`config.mk`:
```
export PLATFORM = sky130hd
export DESIGN_NAME = led_flash
export DESIGN_NICKNAME = d
export VERILOG_FILES = /design/src/rtl/led_flash.sv
export SDC_FILE = /design/constraint.sdc
export NUM_CORES = 1
export LEC_CHECK = 0
export ABC_AREA = 1
export CAP_MARGIN = 0
export CORE_MARGIN = 8
export CORE_UTILIZATION = 65
export CTS_CLUSTER_SIZE = 20
export DETAILED_ROUTE_END_ITERATION = 12
export PLACE_DENSITY = 0.83
export SLEW_MARGIN = 20
export SYNTH_ARGS = -nofsm -noshare
export SYNTH_HDL_FRONTEND = slang
export SYNTH_SLANG_ARGS = --single-unit
```
`constraint.sdc`:
```
create_clock -name clk -period 2.3 [get_ports clk]
set_input_delay 0.69 -clock clk [delete_from_list [all_inputs] [get_ports clk]]
set_output_delay 0.69 -clock clk [all_outputs]
set_load 0.005 [all_outputs]
```
`src/rtl/led_flash.sv`:
```
// -----------------------------------------------------------------------------
// led_flash
//    Divides the system clock down to a 50%-duty LED blink. It uses two stages.
//    A prescaler produces a one-cycle tick every PRESCALE clocks. A final
//    divider counts those ticks and raises a toggle enable every FINAL_DIVIDE
//    ticks. led_out inverts on each toggle enable.
//    All divided rates are clock enables; nothing is clocked by anything
//    except clk.
//
//    With N = PRESCALE*FINAL_DIVIDE, led_out first rises on the Nth clk edge
//    after reset release. It then toggles every N edges, giving a period of 2N.
//
// Parameters
//    PRESCALE      input clocks per prescaler tick          (1 .. 2^24)
//    FINAL_DIVIDE  prescaler ticks per led_out toggle       (1 .. 2^16)
//
// Ports
//    clk      in   system clock, rising-edge active
//    rst      in   asynchronous reset, active low (deassertion pre-synchronised)
//    led_out  out  LED drive, straight from a flip-flop
// -----------------------------------------------------------------------------
module led_flash #(
   parameter int PRESCALE     = 32000,
   parameter int FINAL_DIVIDE = 500
) (
   input  logic clk,
   input  logic rst,
   output logic led_out
);

   // Out-of-range parameters stop elaboration rather than silently
   // producing a truncated counter.
   if (PRESCALE < 1 || PRESCALE > (1 << 24)) begin : g_bad_prescale
      $error("led_flash: PRESCALE=%0d outside 1..2^24", PRESCALE);
   end
   if (FINAL_DIVIDE < 1 || FINAL_DIVIDE > (1 << 16)) begin : g_bad_final_divide
      $error("led_flash: FINAL_DIVIDE=%0d outside 1..2^16", FINAL_DIVIDE);
   end

   // A counter must be able to hold its terminal value (N-1). A divide-by-1
   // still keeps a 1-bit counter; that counter simply never leaves 0.
   localparam int PS_W = (PRESCALE     > 1) ? $clog2(PRESCALE)     : 1;
   localparam int FD_W = (FINAL_DIVIDE > 1) ? $clog2(FINAL_DIVIDE) : 1;

   localparam logic [PS_W-1:0] PS_LAST = PS_W'(PRESCALE - 1);
   localparam logic [FD_W-1:0] FD_LAST = FD_W'(FINAL_DIVIDE - 1);

   logic [PS_W-1:0] ps_cnt_reg;
   logic [PS_W-1:0] ps_cnt_next;
   logic [FD_W-1:0] fd_cnt_reg;
   logic [FD_W-1:0] fd_cnt_next;
   logic            led_reg;
   logic            led_next;
   logic            tick;
   logic            toggle_en;

   // The tick is decoded from the terminal count. It is active during the same
   // cycle that the prescaler wraps, so there is no extra cycle at the boundary.
   assign tick      = (ps_cnt_reg == PS_LAST);
   assign toggle_en = tick && (fd_cnt_reg == FD_LAST);

   always_comb begin
      ps_cnt_next = ps_cnt_reg;
      fd_cnt_next = fd_cnt_reg;
      led_next    = led_reg;

      if (tick) begin
         ps_cnt_next = '0;
      end else begin
         ps_cnt_next = ps_cnt_reg + 1'b1;
      end

      // The final divider only moves on ticks. When both counters wrap on the
      // same edge, this branch is exactly where that happens.
      if (tick) begin
         if (fd_cnt_reg == FD_LAST) begin
            fd_cnt_next = '0;
         end else begin
            fd_cnt_next = fd_cnt_reg + 1'b1;
         end
      end

      if (toggle_en) begin
         led_next = ~led_reg;
      end
   end

   always_ff @(posedge clk or negedge rst) begin
      if (!rst) begin
         ps_cnt_reg <= '0;
         fd_cnt_reg <= '0;
         led_reg    <= 1'b0;
      end else begin
         ps_cnt_reg <= ps_cnt_next;
         fd_cnt_reg <= fd_cnt_next;
         led_reg    <= led_next;
      end
   end

   assign led_out = led_reg;

endmodule

```
==> results_dict.tcl, run 1 <==
set metrics [dict create \
    first_pass_iters 4 \
    finalHoldViolCount 0 \
    crit_buf_inv 1 \
    die-area_mm2 0.00397 \
    dpl_cell_area_mm2 0.00147 \
    cts_made_buffers 3 \
    ys_warn_count 0 \
    synthesis.area_mm2 0.00144 \
    worstPathRequired_ps 1610 \
    num_io_pins 3 \
    cts_tree "built" \
    drtAntennaViolNets 0 \
    clk_pin_slew_ps 140 \
    critPathKind "flop to output pin" \
    clock_power_share_pct 30.8 \
    drt-total-wl_um 2590 \
    largest_reg_flops 15 \
    cts_hold_buf 0 \
    drc 0 \
    clock_sinks 25 \
    finClkSkew_ps 8.59 \
    ir_drop_uv 471 \
    cts.root.buffer_cell "clkbuf_4" \
    synth.avg_cell_area_um2 7.81 \
    path_cells "clkdlybuf4s50_1" \
    crit_path_top_delay_cell "clkdlybuf4s50_1" \
    comb_power_share_pct 1.7 \
    dr_total_vias 1152 \
    maxCapViolCount 0 \
    fin_nets 193 \
    dp_hpwl_um 1880 \
    post_cts_resized 0 \
    worstReg2RegEnd "fd_cnt_reg[5]" \
    power.switching_mw 0.144 \
    gr-total-overflow 0 \
    fin_area_mm2 0.00150 \
    htreeDepth 1 \
    n_antenna_cell 0 \
    seqPwrFrac_pct 67.5 \
    final_cell_mix "nand2_1, nor2_1, dfrtp_1" \
    setup_ws_ps 392 \
    critPathMaxStageDelay_ps 500 \
    setup_tns_ps 0 \
    die_w_um 63.0 \
    p_sw_share_pct 22.1 \
    p_int_mw 0.507 \
    r2r_cells 8 \
    finalMaxSlewViolations 0 \
    r2r-start "ps_cnt_reg[0]" \
    drtIter0Drc 50 \
    yosysSeqAreaShare_pct 43.6 \
    track_usage_pct 14.2 \
    routedWlPerCell_um 12.0 \
    synth.distinct_cells 28 \
    start_util_pct 66.9 \
    ys_ff_latch 25 \
    postCtsSetupBuffers 0 \
    outcome "complete, no violations" \
    antenna_found_initial 0 \
    start_kind "flop" \
    grt_pass1_wl_um 4690 \
    final_util_pct 69.6 \
    total_power_mw 0.651 \
    fp.dieH_um 63.0 \
    dp_cells 212 \
    min_from "ps_cnt_reg[0]" \
    finalWeightedCongestion 0.846 \
    holdPathEnd "ps_cnt_reg[0]" \
    synth_fp_nets 188 \
    holdPathStages 1 \
    crit_path_max_fanout 3 \
    max_slew.worst_pin.slew_ps 349 \
    synth_cells 184 \
    area_delta_synth_final_pct 4.09 \
    setup_viol 0 \
    regToRegSetupSlack_ps 770 \
    post-place-ws_ps 772 \
    holdWs_ps 467 \
    grt_pass1_vias 1125 \
    finalCriticalPeriod_ps 1910 \
    grt_max_degree 26 \
    crit_path_end_kind "output pin" \
    viasPerCell 5.33 \
    final_common_cell "nand2_1" \
    crit_family "buffers and inverters" \
    portBuffers 2 \
    max_slew_margin_pct 76.7 \
    final_layout_size_suffix_gt1_share_pct 10.1 \
    fmax_ghz 0.524 \
    coreArea_mm2 0.00215 \
    layout.cells.non_filler 216 \
    insertion_delay_ps 330 \
    num_rows 17 \
    p_per_area_mw_per_mm2 436 \
    leakagePower_nw 0.729 \
    cts_buffer_depth 2 \
    rsz0062_at_grt "no" \
    min_path_type "flop to flop" \
    final.period_utilization_pct 83.0 \
    crit_arrival_ps 1220 \
]
synthesized netlist by cell type:
| library cell | number | area, um2 |
|---|---|---|
| nand2_1 | 49 | 184 |
| nor2_1 | 32 | 120 |
| dfrtp_1 | 25 | 626 |
| inv_1 | 17 | 63.8 |
| nand3_1 | 13 | 65.1 |
| xor2_1 | 7 | 61.3 |
| nand3_2 | 4 | 40.0 |
| nor3_1 | 4 | 20.0 |
| o21ai_0 | 4 | 20.0 |
| a21oi_1 | 3 | 15.0 |
| o21ai_2 | 3 | 26.3 |
| o21bai_1 | 3 | 22.5 |
| ha_1 | 2 | 25.0 |
| nand2_2 | 2 | 12.5 |
| nand3b_1 | 2 | 15.0 |
| nand4_1 | 2 | 12.5 |
| a31oi_1 | 1 | 6.26 |
| buf_2 | 1 | 5.00 |
| buf_6 | 1 | 11.3 |
| buf_8 | 1 | 15.0 |
| clkinv_1 | 1 | 3.75 |
| inv_2 | 1 | 3.75 |
| nand2_4 | 1 | 11.3 |
| nor2_2 | 1 | 6.26 |
| nor2_4 | 1 | 11.3 |
| nor2_8 | 1 | 20.0 |
| o21ai_1 | 1 | 5.00 |
| xnor2_1 | 1 | 8.76 |
layout make-up:
| cell class | count | area [um2] |
|---|---|---|
| well taps | 28 | 35.0 |
| multi-input cells | 137 | 708 |
| inverters | 19 | 71.3 |
| flip-flops and latches | 25 | 626 |
| repair buffers | 3 | 27.5 |
| fillers | 181 | 653 |
| clock buffers | 3 | 22.5 |
| clock inverters | 1 | 5.00 |
worst max path at each step:
stage | from | endpoint | depth (start not counted)
6_report | led_out | led_out | 1
5_1_grt | led_out | led_out | 1
4_1_cts | led_out | led_out | 1
3_5_place_dp | led_out | led_out | 1
3_3_place_gp | led_out | led_out | 1
2_1_floorplan | ps_cnt_reg[0] | fd_cnt_reg[6] | 9
power groups by stage:
stage / Clock, mW / Sequential (mW) / Combinational (mW)
after CTS: 0.204 / 0.440 / 0.0117
after global routing: 0.217 / 0.440 / 0.0128
final: 0.201 / 0.440 / 0.0109
after detailed placement: 0 / 0.448 / 0.0116
after floorplan: 0 / 0.448 / 0.000000383
after global placement: 0 / 0.448 / 0.0114
cells by family (layout without fill, tap and decap cells):
group                    Yosys count  after routing  share of synthesized area, %
AO/OA/AOI/OAI                     15             15                          6.62
XOR/XNOR                           8              8                          4.88
adder cells (fa/ha/maj)            2              2                          1.74
buffers and inverters             22             26                          7.14
flip-flops                        25             25                          43.6
AND/OR/NAND/NOR                  112            112                          36.1
per-layer routing:
layer | up-vias | routed length (um) | GRT usage (%)
met5 | - | 0 | 0
met4 | 0 | 48 | 5.98
met3 | 5 | 120 | 3.05
met2 | 20 | 1240 | 22.7
met1 | 538 | 1190 | 17.9
li1 | 589 | - | -
worst register-to-register path, cell delays in order, from the launching register on:
cell and delay (ps):
dfrtp_1 420, ha_1 240, nand3_2 140, inv_2 70, nand2_4 110, clkinv_1 100
nand2_2 230, nand2_1 110, o21ai_2 60
Power figures use the tool's default switching activity.
==> run 2, diff against run 1 <==
--- a/config.mk
+++ b/config.mk
@@ -8,10 +8,10 @@
 export ABC_AREA = 1
 export CAP_MARGIN = 0
 export CORE_MARGIN = 8
-export CORE_UTILIZATION = 65
+export CORE_UTILIZATION = 54
 export CTS_CLUSTER_SIZE = 20
 export DETAILED_ROUTE_END_ITERATION = 12
-export PLACE_DENSITY = 0.83
+export PLACE_DENSITY = 0.73
 export SLEW_MARGIN = 20
 export SYNTH_ARGS = -nofsm -noshare
 export SYNTH_HDL_FRONTEND = slang
==> constraint.sdc (replaced) <==
create_clock -name clk -period 1.6 [get_ports clk]
set_input_delay 0.48 -clock clk [delete_from_list [all_inputs] [get_ports clk]]
set_output_delay 0.48 -clock clk [all_outputs]
set_load 0.005 [all_outputs]
==> run 2 against run 1 <==
Effect of this change: non-clock buffer count is 2 higher; critical path depth rose by 7; clock-buffer cell count up 1; clock skew fell by 6.3 ps; register-to-register slack got worse by 630 ps; utilization fell by 9.2 points; final area is 1.0% higher; clock power is 37% higher.
==> results_dict.tcl, run 2 (synthesized netlist as in run 1, its figures left out) <==
set metrics [dict create \
    die_w_um 67.6 \
    dp_cells 215 \
    nFillCells 218 \
    gr-total-overflow 0 \
    drc 0 \
    crit_arrival_ps 1700 \
    final.period_utilization_pct 91.1 \
    fmax_ghz 0.686 \
    outcome "complete, no violations" \
    setup_viol 0 \
    coreArea_mm2 0.00250 \
    die-area_mm2 0.00457 \
    finalHoldViolCount 0 \
    drt-total-wl_um 2520 \
    final_cell_mix "nand2_1, nor2_1, dfrtp_1" \
    fp.dieH_um 67.6 \
    setup_tns_ps 0 \
    leakagePower_nw 0.742 \
    start_kind "flop" \
    finClkSkew_ps 2.28 \
    insertion_delay_ps 310 \
    clock_sinks 25 \
    grt_use_met2_pct 18.0 \
    crit_buf_inv 2 \
    crit_path_end_kind "flop" \
    crit_path_max_fanout 11 \
    drtIter0Drc 78 \
    track_usage_pct 12.3 \
    crit_family "simple AND/OR/NAND/NOR gates" \
    n_antenna_cell 0 \
    finalWeightedCongestion 0.879 \
    layout.cells.non_filler 220 \
    setup_ws_ps 142 \
    grt_max_degree 26 \
    finalMaxSlewViolations 0 \
    p_per_area_mw_per_mm2 611 \
    ir_drop_uv 442 \
    dp_hpwl_um 1890 \
    grt_pass1_wl_um 4350 \
    post-place-ws_ps 168 \
    maxCapViolCount 0 \
    largest_reg_flops 15 \
    grt-busiest-layer "met2" \
    routedWlPerCell_um 11.4 \
    viasPerCell 5.21 \
    cts_made_buffers 3 \
    critPathKind "flop to flop" \
    holdWs_ps 479 \
    grtUsageMet3_pct 2.98 \
    max_slew.worst_pin.slew_ps 322 \
    antenna_found_initial 0 \
    final_util_pct 60.4 \
    fin_nets 195 \
    cts_buffer_depth 2 \
    worstPathRequired_ps 1850 \
    critPathMaxStageDelay_ps 420 \
    grt_util_met1_pct 16.8 \
    final_common_cell "nand2_1" \
    cts_hold_buf 0 \
    first_pass_iters 4 \
    cts.root.buffer_cell "clkbuf_4" \
    min_path_type "flop to flop" \
    num_io_pins 3 \
    portBuffers 2 \
    num_rows 18 \
    max_slew_margin_pct 78.6 \
    cts_tree "built" \
    crit_path_top_delay_cell "dfrtp_1" \
    dr_total_vias 1146 \
    final_layout_size_suffix_gt1_share_pct 10.5 \
    finalCriticalPeriod_ps 1460 \
    drtAntennaViolNets 0 \
    htreeDepth 1 \
    start_util_pct 57.5 \
    rsz0062_at_grt "no" \
    path_cells "ha_1 > nand3_2 > inv_2 > nand2_4 > clkinv_1 > nand2_2 > nand2_1 > o21ai_2" \
    clk_pin_slew_ps 130 \
    grt_pass1_vias 985 \
    area_delta_synth_final_pct 5.14 \
]
==> run 2: cell count changes in the layout (fill, tap and decap cells not counted) <==
cell and delta:
clkdlybuf4s50_1 -1, clkinv_2 -1, buf_4 +2, dlygate4sd2_1 +1
clkbuf_1 +1
==> run 2: worst paths after layout <==
kind	from	endpoint	slack (ps)	cells past startpoint
hold reg to reg	ps_cnt_reg[0]	ps_cnt_reg[0]	480	1
hold / removal	ps_cnt_reg[0]	ps_cnt_reg[0]	480	1
min in group asynchronous	rst	ps_cnt_reg[14]	510	2
setup reg to reg	ps_cnt_reg[0]	fd_cnt_reg[5]	140	8
max in group asynchronous	rst	ps_cnt_reg[4]	840	2
setup / recovery	ps_cnt_reg[0]	fd_cnt_reg[5]	140	8
==> run 2: stage by stage <==
step / instance area [um2] / power (mW)
after floorplan: 1440 / 0.644
after global placement: 1480 / 0.660
after detailed placement: 1480 / 0.661
after CTS: 1510 / 0.941
after global routing: 1510 / 0.967
final: 1510 / 0.923
==> run 2: metal layers <==
layer / up-vias / share of wire [%] / routed length (um)
li1: 597 / - / -
met1: 529 / 52 / 1310
met2: 16 / 43 / 1090
met3: 4 / 3.8 / 96
met4: 0 / 1.0 / 26
met5: - / 0 / 0
==> run 2: layout make-up <==
class	instances	area, um2	area share [%]
clock buffer	4	26.3	1.74
inverter	19	71.3	4.72
multi-input combinational	137	708	46.9
sequential	25	626	41.4
tap	30	37.5	2.49
timing repair buffer	5	41.3	2.73
==> run 2: power breakdown <==
group,switching [mW],internal (mW)
clock network,0.178,0.0972
registers,0,0.632
logic,0.0122,0.00373
==> run 2: repair_timing <==
item                                   in CTS  in global routing
setup endpoints to repair                   1                  0
gates resized for setup                     1                  0
setup buffers                               1                  0
endpoints found under the hold margin       0                  0
==> run 3, diff against run 2 <==
--- a/config.mk
+++ b/config.mk
@@ -8,11 +8,13 @@
 export ABC_AREA = 1
 export CAP_MARGIN = 0
 export CORE_MARGIN = 8
-export CORE_UTILIZATION = 54
+export CORE_UTILIZATION = 57
+export CTS_BUF_LIST = sky130_fd_sc_hd__clkbuf_2 sky130_fd_sc_hd__clkbuf_4 sky130_fd_sc_hd__clkbuf_8
 export CTS_CLUSTER_SIZE = 20
 export DETAILED_ROUTE_END_ITERATION = 12
-export PLACE_DENSITY = 0.73
+export PLACE_DENSITY = 0.77
 export SLEW_MARGIN = 20
 export SYNTH_ARGS = -nofsm -noshare
 export SYNTH_HDL_FRONTEND = slang
 export SYNTH_SLANG_ARGS = --single-unit
+export TNS_END_PERCENT = 10
==> run 3 against run 2 <==
Effect of this change: utilization is 1.3 points higher; sequential share of layout area up 0.24 points; clock power increased by 7%; sequential cell count is the same; maximum frequency down 1.6%.
==> results_dict.tcl, run 3 (synthesized netlist as in run 1, its figures left out) <==
set metrics [dict create \
    finClkSkew_ps 1.11 \
    clock_sinks 25 \
    die_w_um 66.2 \
    track_usage_pct 13.4 \
    crit_cells 1 \
    fp.dieH_um 66.2 \
    crit_family "flip-flops" \
    finalMaxSlewViolations 0 \
    area_delta_synth_final_pct 4.53 \
    max_slew_margin_pct 77.4 \
    portBuffers 2 \
    cts_hold_buf 0 \
    drt-total-wl_um 2580 \
    viasPerCell 5.21 \
    maxCapViolCount 0 \
    first_pass_iters 4 \
    final_cell_mix "nand2_1, nor2_1, dfrtp_1" \
    fin_nets 193 \
    crit_path_top_delay_cell "dfrtp_1" \
    coreArea_mm2 0.00243 \
    grt_max_degree 26 \
    postCtsSetupBuffers 0 \
    leakagePower_nw 0.749 \
    crit_path_max_fanout 3 \
    finalHoldViolCount 0 \
    post-place-ws_ps 139 \
    grt_pass1_wl_um 4650 \
    min_path_type "flop to flop" \
    start_util_pct 59.1 \
    cts_buffer_depth 2 \
    crit_buf_inv 1 \
    max_slew.worst_pin.slew_ps 337 \
    final.period_utilization_pct 92.6 \
    ir_drop_uv 579 \
    gr-total-overflow 0 \
    dpl_cell_area_mm2 0.00147 \
    cts_made_buffers 3 \
    finalWeightedCongestion 0.865 \
    num_io_pins 3 \
    final_util_pct 61.7 \
    num_rows 18 \
    path_cells "dlygate4sd2_1" \
    start_kind "flop" \
    drc 0 \
    insertion_delay_ps 320 \
    largest_reg_flops 15 \
    routedWlPerCell_um 11.8 \
    drtIter0Drc 51 \
    grt_pass1_vias 1069 \
    dr_total_vias 1136 \
    final_layout_size_suffix_gt1_share_pct 10.1 \
    critPathKind "flop to output pin" \
    finalCriticalPeriod_ps 1480 \
    outcome "complete, no violations" \
    crit_path_end_kind "output pin" \
    cts_tree "built" \
    drtAntennaViolNets 0 \
    holdPathStages 1 \
    setup_ws_ps 119 \
    antenna_found_initial 0 \
    worstPathRequired_ps 1120 \
    clk_pin_slew_ps 140 \
    dp_hpwl_um 1850 \
    fin_area_mm2 0.00150 \
    die-area_mm2 0.00438 \
    fmax_ghz 0.675 \
    n_antenna_cell 0 \
    rsz0062_at_grt "no" \
    setup_tns_ps 0 \
    htreeDepth 1 \
    final_common_cell "nand2_1" \
    critPathMaxStageDelay_ps 410 \
    p_per_area_mw_per_mm2 627 \
    r2r_cells 8 \
    setup_viol 0 \
    crit_arrival_ps 1000 \
    cts.root.buffer_cell "clkbuf_4" \
    total_power_mw 0.942 \
]
==> run 3: cell types whose count changed in the layout (fill, tap and decap cells not counted), sizes merged <==
| cell | before | now |
|---|---|---|
| clkbuf | 4 | 3 |
| clkinv | 1 | 2 |
| buf | 3 | 1 |
==> run 3: area by class of cell <==
| class | count | area, um2 |
|---|---|---|
| clock buffer | 3 | 22.5 |
| clock inverter | 1 | 5.00 |
| fill | 216 | 931 |
| inverter | 19 | 71.3 |
| multi-input combinational | 137 | 713 |
| sequential | 25 | 626 |
| tap | 30 | 37.5 |
| timing repair buffer | 3 | 26.3 |
==> run 3: repair_timing <==
| item | 4_1_cts | 5_1_grt |
|---|---|---|
| endpoints found under the setup margin | 1 | 1 |
| endpoints found under the hold margin | 0 | 0 |
| pin swaps | 0 | 0 |
| gates resized for setup | 1 | 1 |
==> run 3: per-stage QoR <==
stage | instances | hold WS [ps]
floorplan | 184 | 184
global placement | 214 | 446
detailed placement | 214 | 462
CTS | 218 | 481
global route | 218 | 511
finish | 218 | 480
==> run 3: path summary, 6_finish.rpt <==
kind                                from  slack, ps              to
max reg2reg                ps_cnt_reg[0]        170   fd_cnt_reg[8]
min in group asynchronous            rst        500  ps_cnt_reg[13]
min                        ps_cnt_reg[0]        480   ps_cnt_reg[0]
min reg2reg                ps_cnt_reg[0]        480   ps_cnt_reg[0]
max in group asynchronous            rst        860   ps_cnt_reg[7]
max                              led_out        120         led_out
==> run 3: metal layers <==
metal / vias up / wire (um) / part of all wire, % / GRT usage (%)
met5: - / 0 / 0 / 0
met4: 0 / 53 / 2.1 / 6.40
met1: 517 / 1320 / 51 / 18.0
li1: 589 / - / - / -
met3: 7 / 100 / 3.9 / 2.20
met2: 23 / 1110 / 43 / 20.3
==> run 3: power by group <==
part           internal (mW)  switching [mW]  total (mW)
combinational        0.00374          0.0121      0.0158
sequential             0.632               0       0.632
clock                 0.0938           0.200       0.294
total                  0.729           0.212       0.942
==> RTL edit, RTL diff (settings of run 3) <==
Make the reset (`rst`) synchronous in one clocked block. Comments in the files are not updated.
--- a/src/rtl/led_flash.sv
+++ b/src/rtl/led_flash.sv
@@ -85,7 +85,7 @@
       end
    end
 
-   always_ff @(posedge clk or negedge rst) begin
+   always_ff @(posedge clk) begin
       if (!rst) begin
          ps_cnt_reg <= '0;
          fd_cnt_reg <= '0;
Function: same outputs for any inputs over 10 cycles, from zero or initial values and one cycle with rst low; that may be too few to reach the edited logic, so the function may still have changed.
==> RTL edit against run 3 <==
- via count grew 9.6%
- final area down 2.8%
- cell count up 8.3%
- routed wire length increased by 1.6%
- power is 2.8% higher
- setup slack worse by 0.022 ns
- clock power up 4%
- area after synthesis shrank 6.1%
- synthesized cell count increased by 8.7%
- sequential cell count stayed put
- core utilization increased by 3.6 points
- global-route usage about the same
==> RTL edit: results (changes against run 3) <==
Worst setup path
  – CP peak stage delay: 0.37 ns (-0.04 ns)
  – Slack of the worst reg-to-reg path: 0.1 ns (-0.07 ns)
  – Largest delay share family, worst path: simple AND/OR/NAND/NOR gates
  – Worst flop-to-flop path endpoint: ps_cnt_reg[2]
  – Source of the worst register-to-register timing path: ps_cnt_reg[0]
  – Count of cells along the worst register-to-register path: 6 (-2)
  – Data arrival time of the worst path: 1.72 ns (+0.72 ns)
  – Maximum net fanout on the critical path: 15 (+12)

GRT
  – Total track usage: 13.4% (+0.017 points)
  – First-pass GRT wire length: 4.64 mm (-0.30%)
  – Grt met3 use: 2.58% (+0.37 points)
  – Met2 GRT Util: 22.6% (+2.3 points)

Place
  – Final weighted congestion of routability-driven global placement: 0.900 (+4.1%)
  – Worst setup slack before clock tree synthesis: 0.100 ns (-0.0392 ns)
  – Placed standard-cell area: 1410 um^2 (-4.3%)
  – HPWL Detailed: 1.99 mm (+7.5%)

Timing
  – Final Hold Slack: 0.439 ns (-0.0415 ns)
  – Transition at the pin with the smallest max-transition slack: 0.292 ns (-0.0454 ns)

Detailed routing
  – Detail Route met2 WL: 1.24 mm (+12%)
  – Final WL: 2.62 mm (+1.6%)
  – Average via count per standard cell: 5.28 (+1.2%)
  – Number of DRC markers in iteration 0: 68 (+33%)
  – Met3 routed WL: 167 um (+67%)

Finish
  – Cell Count, Final, Fillers Out: 236 (+8.3%)

Synth
  – Dominant cells by area after synthesis: sky130_fd_sc_hd__dfxtp_1, sky130_fd_sc_hd__nand2_1, sky130_fd_sc_hd__nor2_1
  – Net count after synthesis: 204 (+8.5%)
  – Share of async-settable or async-resettable flops after synthesis: 0% (-100 points)

Pwr
  – Cell leakage power: 0.586 nW (-22%)

Status
  – Outcome: finished clean

Clock network
  – Number of gates given a new drive strength after cts: 2 (+1)
-- RTL edit: layout make-up --
type	instances	area (um^2)
Multi-Input combinational cell	147	746
Sequential cell	25	505
Clock buffer	4	30.0
Tap cell	28	35.0
Inverter	27	101
Fill cell	204	774
Timing Repair Buffer	5	41.3
-- RTL edit: kinds of logic (layout without fill, tap and decap cells) --
| kind of cell | after synthesis | count (layout) | share of synthesized area [%] |
|---|---|---|---|
| adders and majority gates | 2 | 2 | 1.85 |
| and+or+nand+nor | 125 | 125 | 43.3 |
| buffers and inverters | 28 | 36 | 8.35 |
| AOI/OAI and AO/OA | 13 | 13 | 4.82 |
| DFF | 25 | 25 | 37.1 |
| xor gates and xnor gates | 7 | 7 | 4.55 |
-- RTL edit: power by group through the flow --
stage	sequential (mW)	clock (mW)	combinational (mW)
CTS	0.633	0.315	0.0275
global placement	0.646	0	0.0260
global route	0.635	0.343	0.0328
detailed placement	0.647	0	0.0275
floorplan	0.646	0	0.0193
finish	0.634	0.305	0.0281
